==> config.mk <==
export PLATFORM = sky130hd
export DESIGN_NAME = clk_enable_nco
export DESIGN_NICKNAME = d
export VERILOG_FILES = /design/src/rtl/clk_enable_nco.sv
export SDC_FILE = /design/constraint.sdc
export NUM_CORES = 1
export LEC_CHECK = 0
export ABC_AREA = 1
export BUFFER_PORTS_ARGS = -buffer_cell sky130_fd_sc_hd__buf_2
export CORE_ASPECT_RATIO = 1.5
export CORE_MARGIN = 3
export CORE_UTILIZATION = 55
export DETAILED_ROUTE_END_ITERATION = 10
export PLACE_DENSITY = 0.79
export SYNTH_ARGS = -nofsm -noshare
export SYNTH_HDL_FRONTEND = slang
export SYNTH_SLANG_ARGS = --single-unit
==> constraint.sdc <==
create_clock -name clk_cpu_fast -period 2.7 [get_ports clk_cpu_fast]
set_clock_uncertainty 0.2 [all_clocks]
set_input_delay 0.405 -clock clk_cpu_fast [delete_from_list [all_inputs] [get_ports clk_cpu_fast]]
set_output_delay 0.405 -clock clk_cpu_fast [all_outputs]
set_load 0.03 [all_outputs]
==> src/rtl/clk_enable_nco.sv <==
// Multi-channel fractional clock-enable generator: one phase accumulator per channel,
// gated by a synchronised PLL lock and a delayed downstream reset, with HALT/STEP control.

module clk_enable_nco_ch #(
  parameter int unsigned            ACC_WIDTH   = 24,
  parameter logic [ACC_WIDTH-1:0]   DEFAULT_INC = '0
) (
  input  logic                 clk_cpu_fast,
  input  logic                 rst_n,
  input  logic                 load,
  input  logic [ACC_WIDTH-1:0] inc_in,
  input  logic                 clr,
  input  logic                 adv,
  input  logic                 hold,
  input  logic                 step,
  output logic                 ce
);
  logic [ACC_WIDTH-1:0] acc, inc;
  logic [ACC_WIDTH:0]   sum;

  assign sum = {1'b0, acc} + {1'b0, inc};

  always_ff @(posedge clk_cpu_fast or negedge rst_n) begin
    if (!rst_n) begin
      acc <= '0;
      inc <= DEFAULT_INC;
      ce  <= 1'b0;
    end else begin
      // increment loads independently of lock so configuration survives a lock loss
      if (load) inc <= inc_in;
      if (clr) begin
        acc <= '0;
        ce  <= 1'b0;
      end else if (adv) begin
        {ce, acc} <= sum;
      end else if (hold) begin
        ce <= step;
      end else begin
        ce <= 1'b0;
      end
    end
  end
endmodule

module clk_enable_nco #(
  parameter int unsigned NUM_CH      = 2,
  parameter int unsigned ACC_WIDTH   = 24,
  parameter int unsigned DEFAULT_INC = 599186,
  parameter int unsigned RESET_DELAY = 16,
  parameter int unsigned SYNC_STAGES = 3
) (
  input  logic                           clk_cpu_fast,
  input  logic                           rst_n,
  input  logic                           pll_locked,
  input  logic [NUM_CH*ACC_WIDTH-1:0]    cfg_inc,
  input  logic                           cfg_load,
  input  logic                           halt,
  input  logic                           step,
  output logic [NUM_CH-1:0]              ce,
  output logic                           rst_sync_n,
  output logic [1:0]                     state
);
  localparam int CNT_W = $clog2(RESET_DELAY + 1);

  typedef enum logic [1:0] {
    WAIT_LOCK = 2'b00,
    DELAY     = 2'b01,
    RUN       = 2'b10,
    HALT      = 2'b11
  } state_t;

  state_t                         cur, nxt;
  logic [SYNC_STAGES-1:0]         sync_q;
  logic [CNT_W-1:0]               cnt_q, cnt_d;
  logic                           lock_s;
  logic                           clr, adv, hold;
  logic [NUM_CH-1:0][ACC_WIDTH-1:0] inc_lane;

  assign lock_s   = sync_q[SYNC_STAGES-1];
  assign inc_lane = cfg_inc;
  assign state    = cur;

  always_ff @(posedge clk_cpu_fast or negedge rst_n) begin
    if (!rst_n) sync_q <= '0;
    else        sync_q <= {sync_q[SYNC_STAGES-2:0], pll_locked};
  end

  always_ff @(posedge clk_cpu_fast or negedge rst_n) begin
    if (!rst_n) begin
      cur        <= WAIT_LOCK;
      cnt_q      <= '0;
      rst_sync_n <= 1'b0;
    end else begin
      cur        <= nxt;
      cnt_q      <= cnt_d;
      rst_sync_n <= (nxt == RUN) || (nxt == HALT);
    end
  end

  // lock loss overrides every state
  always_comb begin
    nxt   = cur;
    cnt_d = cnt_q;
    if (!lock_s) begin
      nxt   = WAIT_LOCK;
      cnt_d = '0;
    end else begin
      case (cur)
        WAIT_LOCK: begin
          nxt   = DELAY;
          cnt_d = '0;
        end
        DELAY: begin
          cnt_d = cnt_q + 1'b1;
          if (cnt_q == CNT_W'(RESET_DELAY - 1)) nxt = halt ? HALT : RUN;
        end
        RUN:     if (halt)  nxt = HALT;
        HALT:    if (!halt) nxt = RUN;
        default: nxt = WAIT_LOCK;
      endcase
    end
  end

  assign clr  = !lock_s;
  assign adv  = lock_s && (cur == RUN);
  assign hold = lock_s && (cur == HALT);

  for (genvar i = 0; i < NUM_CH; i++) begin : g_ch
    clk_enable_nco_ch #(
      .ACC_WIDTH  (ACC_WIDTH),
      .DEFAULT_INC(ACC_WIDTH'(DEFAULT_INC))
    ) u_ch (
      .clk_cpu_fast(clk_cpu_fast),
      .rst_n       (rst_n),
      .load        (cfg_load),
      .inc_in      (inc_lane[i]),
      .clr         (clr),
      .adv         (adv),
      .hold        (hold),
      .step        (step),
      .ce          (ce[i])
    );
  end
endmodule

Yosys cells after proc, flatten, opt, wreduce, memory -nomap -nowiden
Index checks and enable logic that the tools add are counted.
{"block": "op_classes", "n_addsub": 3, "n_eq_ne": 8, "n_mux": 17, "n_reduce_logical": 4}
{"cell": "2-to-1 mux 24 bit", "n": 4}
{"cell": "adder 24 x 24 -> 25 bit", "n": 2}
{"cell": "one-hot mux 5 bit (2 select lines)", "n": 1}
{"cell": "== test 2 bit (second input constant)", "n": 4}
{"cell": "2-to-1 mux 2 bit", "n": 4}
{"cell": "one-hot mux 2 bit (4 select lines)", "n": 1}
{"cell": "2-to-1 mux 1 bit", "n": 6}
{"cell": "adder 5 x 1 -> 5 bit (second input constant)", "n": 1}
{"cell": "== test 5 x 4 -> 1 bit (second input constant)", "n": 1}
{"cell": "2-to-1 mux 5 bit", "n": 1}
{"cell": "!= test 3 x 1 -> 1 bit (second input constant)", "n": 1}
{"cell": "== test 2 x 1 -> 1 bit (second input constant)", "n": 1}
{"cell": "logical AND 1 bit", "n": 2}
{"cell": "zero test 2 bit", "n": 1}
{"cell": "!= test 2 x 1 -> 1 bit (second input constant)", "n": 1}
{"cell": "logical OR 1 bit", "n": 1}
{"block": "totals", "reg_bits": 109, "in_bits": 54, "out_inout_bits": 5, "word_cells": 42}

Depth between registers and ports, before layout
{"block": "depth", "ltp_word": 6, "depth_mapped": 12}

Cells and area by module
From an unflattened synthesis, not the netlist that was laid out.
{"block": "unflattened", "hier_cells": 1057, "hier_area_um2": 7614.8}
{"mod": "clk_enable_nco_ch (g_ch[0].u_ch)", "n_inst": 1, "cells_each": 504, "area_each_um2": 3597.2, "seq_area_each_um2": 1234.9}
{"mod": "clk_enable_nco_ch (g_ch[1].u_ch)", "n_inst": 1, "cells_each": 505, "area_each_um2": 3564.7, "seq_area_each_um2": 1234.9}
{"mod": "clk_enable_nco", "n_inst": 1, "cells_each": 48, "area_each_um2": 452.9, "seq_area_each_um2": 275.3}

Least setup slack after synthesis
No wires, ideal clock.
{"block": "synth_timing", "kind": "register to register", "start": "reg g_ch[0].u_ch.inc[0]", "end": "reg g_ch[0].u_ch.acc[20]", "setup_time_ns": 0.117, "arrival_ns": 1.583, "required_time_ns": 2.383, "slack_ns": 0.800, "stages_incl_launch_ff": 11, "n_path_buf": 0, "synth_period_minus_slack_ns": 1.900, "path_cell_list": "dfrtp_1 > ha_1 > fa_1 > nand2_1 > nand2_1 > nand2_1 > inv_1 > nand3_1 > nand4_1 > nand3_1 > nand2_1"}
{"block": "synth_via", "elab_chain_len": 3}
{"element": "start, declared", "line": "18", "text": "logic [ACC_WIDTH-1:0] acc, inc;"}
{"element": "start signal, assigned", "line": "30", "text": "if (load) inc <= inc_in;"}
{"element": "adder 24 x 24 -> 25 bit", "line": "21", "text": "assign sum = {1'b0, acc} + {1'b0, inc};"}
{"element": "2-to-1 mux 24 bit", "line": "34", "text": "end else if (adv) begin"}
{"element": "2-to-1 mux 24 bit", "line": "31", "text": "if (clr) begin"}
{"element": "end signal, assigned", "line": "35", "text": "{ce, acc} <= sum;"}
{"element": "end, declared", "line": "18"}
No other way between the ends. The select of a mux whose other input is x is not followed.
A chain may end at the register's enable or synchronous reset.

Worst setup path in the final report
{"block": "layout_timing", "start": "reg g_ch[1].u_ch.inc[0]", "end": "reg g_ch[1].u_ch.acc[12]"}
{"block": "layout_via", "elab_chain_len": 3}
{"element": "start, declared", "line": "18"}
{"element": "start signal, assigned", "line": "30"}
{"element": "adder 24 x 24 -> 25 bit", "line": "21"}
{"element": "2-to-1 mux 24 bit", "line": "34"}
{"element": "2-to-1 mux 24 bit", "line": "31"}
{"element": "end signal, assigned", "line": "35"}
{"element": "end, declared", "line": "18"}
No other way between the ends. The select of a mux whose other input is x is not followed.

==> metrics.txt <==
run status=finished, final reports clean; port buffer count=58; CTS H-tree depth=3; final antenna-violating net count=0; GRT Overall Usage=0.252; synthesis-to-layout area growth=10.4%; clk slew on worst S/H paths=0.07 ns; worst-margin pin slew=0.544 ns; Critical Path RT=2.78 ns; Worst slew margin=0.638; CP endpoint kind=flip-flop; drt pass-1 iters=5; sequential share of the synthesized area=0.368; Synth area leaders=dfrtp_1 (32%), nand2_1 (20%), ha_1 (8.4%); max-slew violation count=0; Avg Synthesized Cell Area=7.18 µm²; Post-Synthesis Cells=1,038; slowest stage cell, crit path=fa_1; VDD IR max=0.276 mV; TritonCTS Buffers=9; post-route clock period utilization=0.810; pwr/cell area=~440 nW/µm²; RSZ-0062 raised after global routing=no; num rows=51; most frequent cells in the layout=nand2_1 (395), inv_1 (153), dfrtp_1 (95), nor2_1 (69); Post-synth EDFFs=0; Syn. warnings=0; setup violators final=0; antenna violations before repair=0; via count=6,730; fmax=457 MHz; share of layout cells above drive strength 1=0.150; Initial Utilization=0.567; dpl cell area=7940 µm²; Final Hold Fails=0; Resized Gates After CTS=0; Post-synth top flop=dfrtp_1; io pins=a little under 60; clk buf depth=2; Setup crit start kind=flip-flop; dpl ws=0.521 ns; Final WS setup=0.512 ns; CORE AREA=approximately 13,000 µm²; Hold WC Path Type=primary input to flip-flop; CP Launch Point=g_ch[1].u_ch.inc[0]; DRT iter0 DRCs=around 270; post-synth top area share=0.319; DRC=0; worst-skew pair later-pin latency=0.35 ns; met1 Use GR=0.260; most common cell after layout, fill and taps aside=nand2_1; RR Startpoint=g_ch[1].u_ch.inc[0]; Seq cells post-synth=109; Syn Nets=1,144; Power, Total=between 3 and 4 mW; gpl congestion=0.917; Post-CTS Hold Buffers=2; met3 Track Usage GR=0.0296; setup_tns=0 ns; CTS sink cnt=109; cell accounting for the most synthesized area=dfrtp_1; fin crit period=2.19 ns; gr busiest metal=met2; total die area=15,000 µm²; Post-CTS Setup Inserts=0; nets@finish=around 1,200; CTS tree=done; wirelength, routed=17.9 mm; largest net degree at the start of global routing=51; Max FO, Critical Path=4; Max Cap Viol=0; CP cell instances=ha_1 > fa_1 > nand2_1 > nand2_1 > nand2_1 > o21ai_2 > nand2_1 > nand2_1 > nand2_1 > nand2_1 > o21ai_1; fin util=0.626; Leak=4.60 nW; Via density=5.33; fin area=8230 µm²; width of the die=101 µm; diode count=0; met2 Use GR=0.479; crit-path most repeated cell=nand2_1; Post-Syn Area=7450 µm²; HPWL Detailed=between 10 and 15 mm; global-route wire length before repair=about 30 mm; R2R Setup Slk=0.51 ns; hold path start=cfg_inc[6]; WL per Instance=14.2 µm; crit path DAT=2.27 ns; crit path kind=flip-flop to flip-flop; CTS root buf=clkbuf_16; Die Height=149 µm; vias in the first global route=6,665; Async S/R FF share, synth=1.00; Yosys cell types=34; Overflow after GRT=0; Max stage delay on crit path=0.46 ns
[critical path: cells and delay by family (launching register included)]
| kind | cells | cell delay (ns) |
|---|---|---|
| flip-flops | 1 | 0.39 |
| AND/OR/NAND/NOR | 7 | 0.56 |
| AO/OA/AOI/OAI | 2 | 0.22 |
| adder cells (fa/ha/maj) | 2 | 0.75 |
[stage by stage]
stage,hold WS (ns),cells
final,0.0779,1263
after global routing,0.0797,1263
after CTS,0.0679,1263
after detailed placement,0.136,1245
after global placement,0.134,1245
after floorplan,-0.0906,1038
[path summary, 6_finish.rpt]
path	end	cells past startpoint
max reg2reg	g_ch[1].u_ch.acc[12]	11
min	g_ch[0].u_ch.inc[6]	2
min in group asynchronous	g_ch[0].u_ch.inc[11]	2
max in group asynchronous	g_ch[1].u_ch.inc[4]	3
min reg2reg	sync_q[2]	0
max	g_ch[1].u_ch.acc[12]	11
[synthesized netlist by cell type, types with 3 or more instances]
| cell | number |
|---|---|
| a31oi_1 | 3 |
| o21ai_0 | 9 |
| a22o_1 | 4 |
| a32o_1 | 3 |
| mux2_2 | 48 |
| ha_1 | 50 |
| nand2_1 | 395 |
| o21ai_1 | 21 |
| buf_2 | 9 |
| nor3_1 | 6 |
| dfstp_2 | 14 |
| nand4_1 | 10 |
| nor2_2 | 8 |
| nand3_1 | 57 |
| nand2_2 | 7 |
| dfrtp_1 | 95 |
| nor2_1 | 69 |
| inv_2 | 4 |
| nand3b_1 | 4 |
| clkbuf_1 | 4 |
| xor2_1 | 3 |
| a21oi_1 | 44 |
| inv_1 | 153 |
[power by group]
part,switching (mW),total [mW],internal [mW]
Combinational,0.363,0.597,0.234
Clock,0.621,1.25,0.631
Sequential,0.0693,1.81,1.74
Total,1.05,3.66,2.60
[layer usage]
metal,routed length (µm),part of all wire,up-vias
met1,6680,0.37,3103
met5,0,0,-
met2,9730,0.54,170
li1,-,-,3400
met4,928,0.052,0
met3,601,0.034,57
[cell type report]
cell class,count,area [µm²]
fillers,1237,4920
multi-input cells,755,4030
clock inverters,5,35.0
well taps,159,199
inverters,158,593
repair buffers,66,395
flip-flops and latches,109,2750
clock buffers,11,233
[flip-flops by register name, summed over array words and instances (netlist names)]
name,cells
cnt_q,5
g_ch.u_ch.acc,48
g_ch.u_ch.ce,2
g_ch.u_ch.inc,48
rst_sync_n,1
state,2
sync_q,3
[cells by family after synthesis]
family                     Yosys count  share of synthesized area
and+or+nand+nor                    560                      0.306
buffers and inverters              174                     0.0912
DFF                                109                      0.368
AOI/OAI and AO/OA                   91                     0.0682
adders and majority gates           52                     0.0893
muxes                               48                     0.0725
xor gates and xnor gates             4                    0.00470
Power figures use the tool's default switching activity.
